==> config.mk <==
export PLATFORM = sky130hd
export DESIGN_NAME = div_clk_monitor
export DESIGN_NICKNAME = d
export VERILOG_FILES = /design/src/rtl/div_clk_monitor.sv
export SDC_FILE = /design/constraint.sdc
export NUM_CORES = 1
export LEC_CHECK = 0
export ABC_AREA = 1
export BUFFER_PORTS_ARGS = -buffer_cell sky130_fd_sc_hd__buf_2
export CAP_MARGIN = 10
export CORE_MARGIN = 10
export CORE_UTILIZATION = 63
export CTS_CLUSTER_DIAMETER = 80
export DETAILED_ROUTE_END_ITERATION = 10
export GPL_ROUTABILITY_DRIVEN = 1
export HOLD_SLACK_MARGIN = 0.12
export PLACE_DENSITY = 0.84
export SLEW_MARGIN = 10
export SYNTH_ARGS = -nofsm -noshare
export SYNTH_HDL_FRONTEND = slang
export SYNTH_SLANG_ARGS = --single-unit
==> constraint.sdc <==
create_clock -name clk_i -period 4.9 [get_ports clk_i]
set_input_delay 0.49 -clock clk_i [delete_from_list [all_inputs] [get_ports clk_i]]
set_output_delay 0.49 -clock clk_i [all_outputs]
set_load 0.01 [all_outputs]
==> src/rtl/div_clk_monitor.sv <==
// Divided-clock self-check: measures period and high time of a divider output
// sampled on the fast clock, declares lock and flags ratio/duty/stall errors.
module div_clk_monitor #(
    parameter int unsigned DIV_RATIO = 2,
    parameter int unsigned TOL       = 0,
    parameter int unsigned LOCK_CNT  = 4,
    parameter int unsigned CNT_W     = 8
) (
    input  logic             clk_i,
    input  logic             rst_ni,
    input  logic             en_i,
    input  logic             clr_i,
    input  logic             div_clk_i,
    output logic [CNT_W-1:0] period_o,
    output logic [CNT_W-1:0] high_o,
    output logic             period_vld_o,
    output logic             lock_o,
    output logic             err_o
);

    localparam int unsigned EXT_W  = CNT_W + 1;
    localparam int unsigned GOOD_W = $clog2(LOCK_CNT + 1);

    localparam logic [CNT_W-1:0]  CNT_MAX   = '1;
    localparam logic [CNT_W-1:0]  HALF      = CNT_W'(DIV_RATIO / 2);
    localparam logic [CNT_W-1:0]  PER_MAX   = CNT_W'(DIV_RATIO + TOL);
    localparam logic [CNT_W-1:0]  STALL_AT  = CNT_W'(DIV_RATIO + TOL + 1);
    localparam logic [EXT_W-1:0]  RATIO_X   = EXT_W'(DIV_RATIO);
    localparam logic [EXT_W-1:0]  TOL_X     = EXT_W'(TOL);
    localparam logic [GOOD_W-1:0] LOCK_LAST = GOOD_W'(LOCK_CNT - 1);
    localparam logic [GOOD_W-1:0] LOCK_AT   = GOOD_W'(LOCK_CNT);

    typedef enum logic [1:0] {
        S_IDLE,
        S_ARM,
        S_TRACK,
        S_LOCKED
    } state_e;

    state_e            r_state;
    logic              r_div_q;
    logic [CNT_W-1:0]  r_cnt;
    logic [CNT_W-1:0]  r_hi;
    logic [GOOD_W-1:0] r_good;

    logic             w_rise;
    logic             w_stall;
    logic             w_good;
    logic [CNT_W-1:0] w_cnt_nxt;
    logic [CNT_W-1:0] w_hi_nxt;

    assign w_rise = div_clk_i & ~r_div_q;

    // Saturating period and high-time counters, restarted on every rise
    assign w_cnt_nxt = w_rise                ? CNT_W'(1) :
                       (r_cnt == CNT_MAX)    ? r_cnt     : r_cnt + CNT_W'(1);
    assign w_hi_nxt  = w_rise                ? CNT_W'(1) :
                       !div_clk_i            ? r_hi      :
                       (r_hi == CNT_MAX)     ? r_hi      : r_hi + CNT_W'(1);

    // Lower bound computed one bit wider so DIV_RATIO-TOL never underflows
    assign w_good  = ((EXT_W'(r_cnt) + TOL_X) >= RATIO_X) &&
                     (r_cnt <= PER_MAX) && (r_hi == HALF);
    assign w_stall = ~w_rise && (r_cnt == STALL_AT);

    always_ff @(posedge clk_i or negedge rst_ni) begin
        if (!rst_ni) begin
            r_state      <= S_IDLE;
            r_div_q      <= 1'b0;
            r_cnt        <= '0;
            r_hi         <= '0;
            r_good       <= '0;
            period_o     <= '0;
            high_o       <= '0;
            period_vld_o <= 1'b0;
            lock_o       <= 1'b0;
            err_o        <= 1'b0;
        end else begin
            period_vld_o <= 1'b0;
            // A new error later in this block overrides the clear
            if (clr_i) begin
                err_o <= 1'b0;
            end

            case (r_state)
                S_IDLE: begin
                    r_div_q <= 1'b0;
                    r_cnt   <= '0;
                    r_hi    <= '0;
                    r_good  <= '0;
                    lock_o  <= 1'b0;
                    if (en_i) begin
                        r_state <= S_ARM;
                    end
                end
                default: begin
                    if (!en_i) begin
                        r_state <= S_IDLE;
                        lock_o  <= 1'b0;
                    end else begin
                        r_div_q <= div_clk_i;
                        r_cnt   <= w_cnt_nxt;
                        r_hi    <= w_hi_nxt;
                        if (r_state == S_ARM) begin
                            if (w_rise) begin
                                r_state <= S_TRACK;
                            end
                        end else if (w_rise || w_stall) begin
                            if (w_rise) begin
                                period_o     <= r_cnt;
                                high_o       <= r_hi;
                                period_vld_o <= 1'b1;
                            end
                            if (w_rise && w_good) begin
                                if (r_state == S_TRACK) begin
                                    if (r_good == LOCK_LAST) begin
                                        r_good  <= LOCK_AT;
                                        r_state <= S_LOCKED;
                                        lock_o  <= 1'b1;
                                    end else begin
                                        r_good <= r_good + GOOD_W'(1);
                                    end
                                end
                            end else begin
                                r_good <= '0;
                                if (r_state == S_LOCKED) begin
                                    r_state <= S_TRACK;
                                    lock_o  <= 1'b0;
                                    err_o   <= 1'b1;
                                end
                            end
                        end
                    end
                end
            endcase
        end
    end

endmodule

==> flow_summary.toml <==
[status]
outcome = "finished clean"

[detailed_routing]
num_vias = 1964
wire_per_inst_um = 13.7
drcViolationCount = 0
vias_per_cell = 5.27
drt-initial-drc-count = 169
ant_nets = 0
wirelength_um = 5100
first_pass_iters = 5

[min_path]
hold_class = "in2async"

[timing]
hold_viol = 0
maxSlewHeadroom = 0.405
min_period_over_period = 0.482
finalMaxSlewViolations = 0
fin_ws_ns = 2.54
fin_skew_ns = 0.00225
setup_viol = 0
grt_setup_unrepaired = "false"
worst_pin_slew_ns = 0.892
fin_crit_ns = 2.36
fin_setup_tns_ns = 0
max_clock_freq_mhz = 424

[clock_network]
clock_latency_ns = 0.30
postCtsSetupBuffers = 0
cts.sinks = 41
cts_hold_buf = 0
clockBufferDepth = 2
tritoncts = "yes"
htree_levels = 2
cts_buffers = 5
postCtsResizedCells = 0
root_buffer = "clkbuf_8"
clk_pin_slew_ns = 0.08

[yosys]
synth_edf_count = 0
seq_area_frac_synth = 0.438
synth_seq_cells = 41
synth.avg_cell_area_sq_um = 7.80
synth_cell_types = 35
synth_nets = 316
ys_warn_count = 0
syn_area_sq_um = 2340
async_flop_share = 1.00
synthCells = 300
synth_flop_cell = "dfrtp_1"

[placed_design]
place_ws_ns = 2.51
port_buffers = 23
dpl.hpwl_um = 3800
gp_congestion = 0.937

[pwr]
combPwrFrac = 0.391
cellPowerDensity_nw_per_um2 = 474
p_int_mw = 0.737
peakVddDrop_uv = 273
leakage_nw = 1.32
clkPwrFrac = 0.232
switching_share = 0.402
switching_power_mw = 0.494
p_seq_frac = 0.377

[final_layout]
fillers = 304
fin_util = 0.715
drive_above_1_share = 0.154
area.sequential_sq_um = 1030
multi_input_area_sq_um = 1140
final_common_cell = "nand2_1"
synthToLayoutAreaGrowth_pct = 11.0
n_antenna_cell = 0
layout_common_cells = "nand2_1, dfrtp_1, inv_1, nor2_1, nand3_1"
nets = 340

[setup_path]
worst_setup_path_end_kind = "register"
reg2reg_depth = 7
startpoint_type = "register"
reg2reg_from = "r_state[0]"
cpMaxStageDelayCell = "nand2_1"
crit_fanout = 31
cp_slowest_stage_delay_ns = 0.51
critical_path_required_ns = 5.09
r2r_slack_ns = 2.54
critPathArrivalTime_ns = 2.56
crit_chain = "inv_1 > ha_1 > nor2_2 > inv_1 > nor2_2 > nand2_1 > o21ai_0"
regToRegEndpoint = "period_o[2]"
critPathLaunch = "r_state[0]"
criticalPathCategory = "reg2reg"

[job]
max-cap-violations = 0

[global_routing]
grt.total_usage = 0.167
grt_max_degree = 42
antenna_found_initial = 0
grt_pass1_vias = 1908
overflow = 0
grt_pass1_wl_um = 8740

[floorplanning]
num_rows = 22
ios = 24
fp.dieArea_sq_um = 6550
core_sq_um = 3630
die_h_um = 81.0
initial_core_util = 0.644
die_x_um = 81.0
==> critical path: cells and delay by family, from the launching register on <==
| kind | cells | cell delay, ns |
|---|---|---|
| fa+ha+maj | 1 | 0.35 |
| compound gates | 1 | 0.41 |
| buf+inv | 2 | 0.18 |
| simple gates | 3 | 0.87 |
| flops | 1 | 0.43 |
==> state kept, by name, indices dropped and copies added, names as in the netlist <==
signal and flops:
err_o 1, high_o 8, lock_o 1, period_o 8, period_vld_o 1, r_cnt 8, r_div_q 1, r_good 3
r_hi 8, r_state 2
==> cells in the mapped netlist, types with 2 or more instances <==
library cell | number | area [sq um]
buf_2 | 3 | 15.0
nand2_4 | 2 | 22.5
nor2_4 | 2 | 22.5
nand2_1 | 81 | 304
nand2_2 | 2 | 12.5
nor3b_1 | 2 | 15.0
nor2_2 | 4 | 25.0
o22ai_1 | 2 | 12.5
inv_1 | 32 | 120
o21ai_2 | 2 | 17.5
nor3_1 | 3 | 15.0
nor2_1 | 31 | 116
dfrtp_1 | 41 | 1030
inv_2 | 4 | 15.0
o21ai_0 | 13 | 65.1
nand4_1 | 7 | 43.8
a21oi_1 | 7 | 35.0
ha_1 | 11 | 138
o21ai_1 | 7 | 35.0
nand3_1 | 29 | 145
==> worst max-delay path by stage <==
stage	cells past startpoint	to	slack, ns
2_1_floorplan	9	r_cnt[0]	3.26
3_3_place_gp	9	high_o[0]	2.65
3_5_place_dp	7	period_o[2]	2.51
4_1_cts	7	period_o[2]	2.47
5_1_grt	7	period_o[2]	2.24
6_report	7	period_o[2]	2.54
==> layer usage <==
| metal | vias up | GRT usage | part of all wire |
|---|---|---|---|
| met3 | 9 | 0.0486 | 0.063 |
| met2 | 54 | 0.282 | 0.48 |
| li1 | 1014 | - | - |
| met1 | 887 | 0.197 | 0.44 |
| met4 | 0 | 0.0657 | 0.018 |
| met5 | - | 0 | 0 |
==> power by group through the flow <==
stage	sequential, mW	combinational, mW	clock [mW]
finish	0.464	0.482	0.286
global route	0.478	0.543	0.306
CTS	0.464	0.485	0.291
detailed placement	0.471	0.480	0
global placement	0.467	0.468	0
floorplan	0.483	0.341	0
==> layout make-up <==
type                       count  share of cell area
timing repair buffer          23              0.0443
inverter                      37              0.0534
tap                           48              0.0231
clock inverter                 2              0.0144
clock buffer                   6              0.0318
sequential                    41               0.395
multi-input combinational    216               0.438
==> logic make-up (layout without fill, tap and decap cells) <==
logic type | count (synthesis) | count (layout) | share of synthesized area
and+or+nand+nor | 167 | 167 | 0.330
buffers and inverters | 43 | 68 | 0.0754
AOI/OAI and AO/OA | 36 | 36 | 0.0898
xor gates and xnor gates | 2 | 2 | 0.00748
DFF | 41 | 41 | 0.438
adders and majority gates | 11 | 11 | 0.0588
==> through the flow <==
step | hold WS (ns) | total power, mW | area (sq um) | instances
after CTS | 0.338 | 1.24 | 2600 | 373
after global placement | 0.455 | 0.935 | 2480 | 365
after global routing | 0.367 | 1.33 | 2600 | 373
after floorplan | 0.194 | 0.824 | 2340 | 300
after detailed placement | 0.460 | 0.951 | 2480 | 365
final | 0.309 | 1.23 | 2600 | 373
No activity file was read; power rests on OpenSTA's default activity.
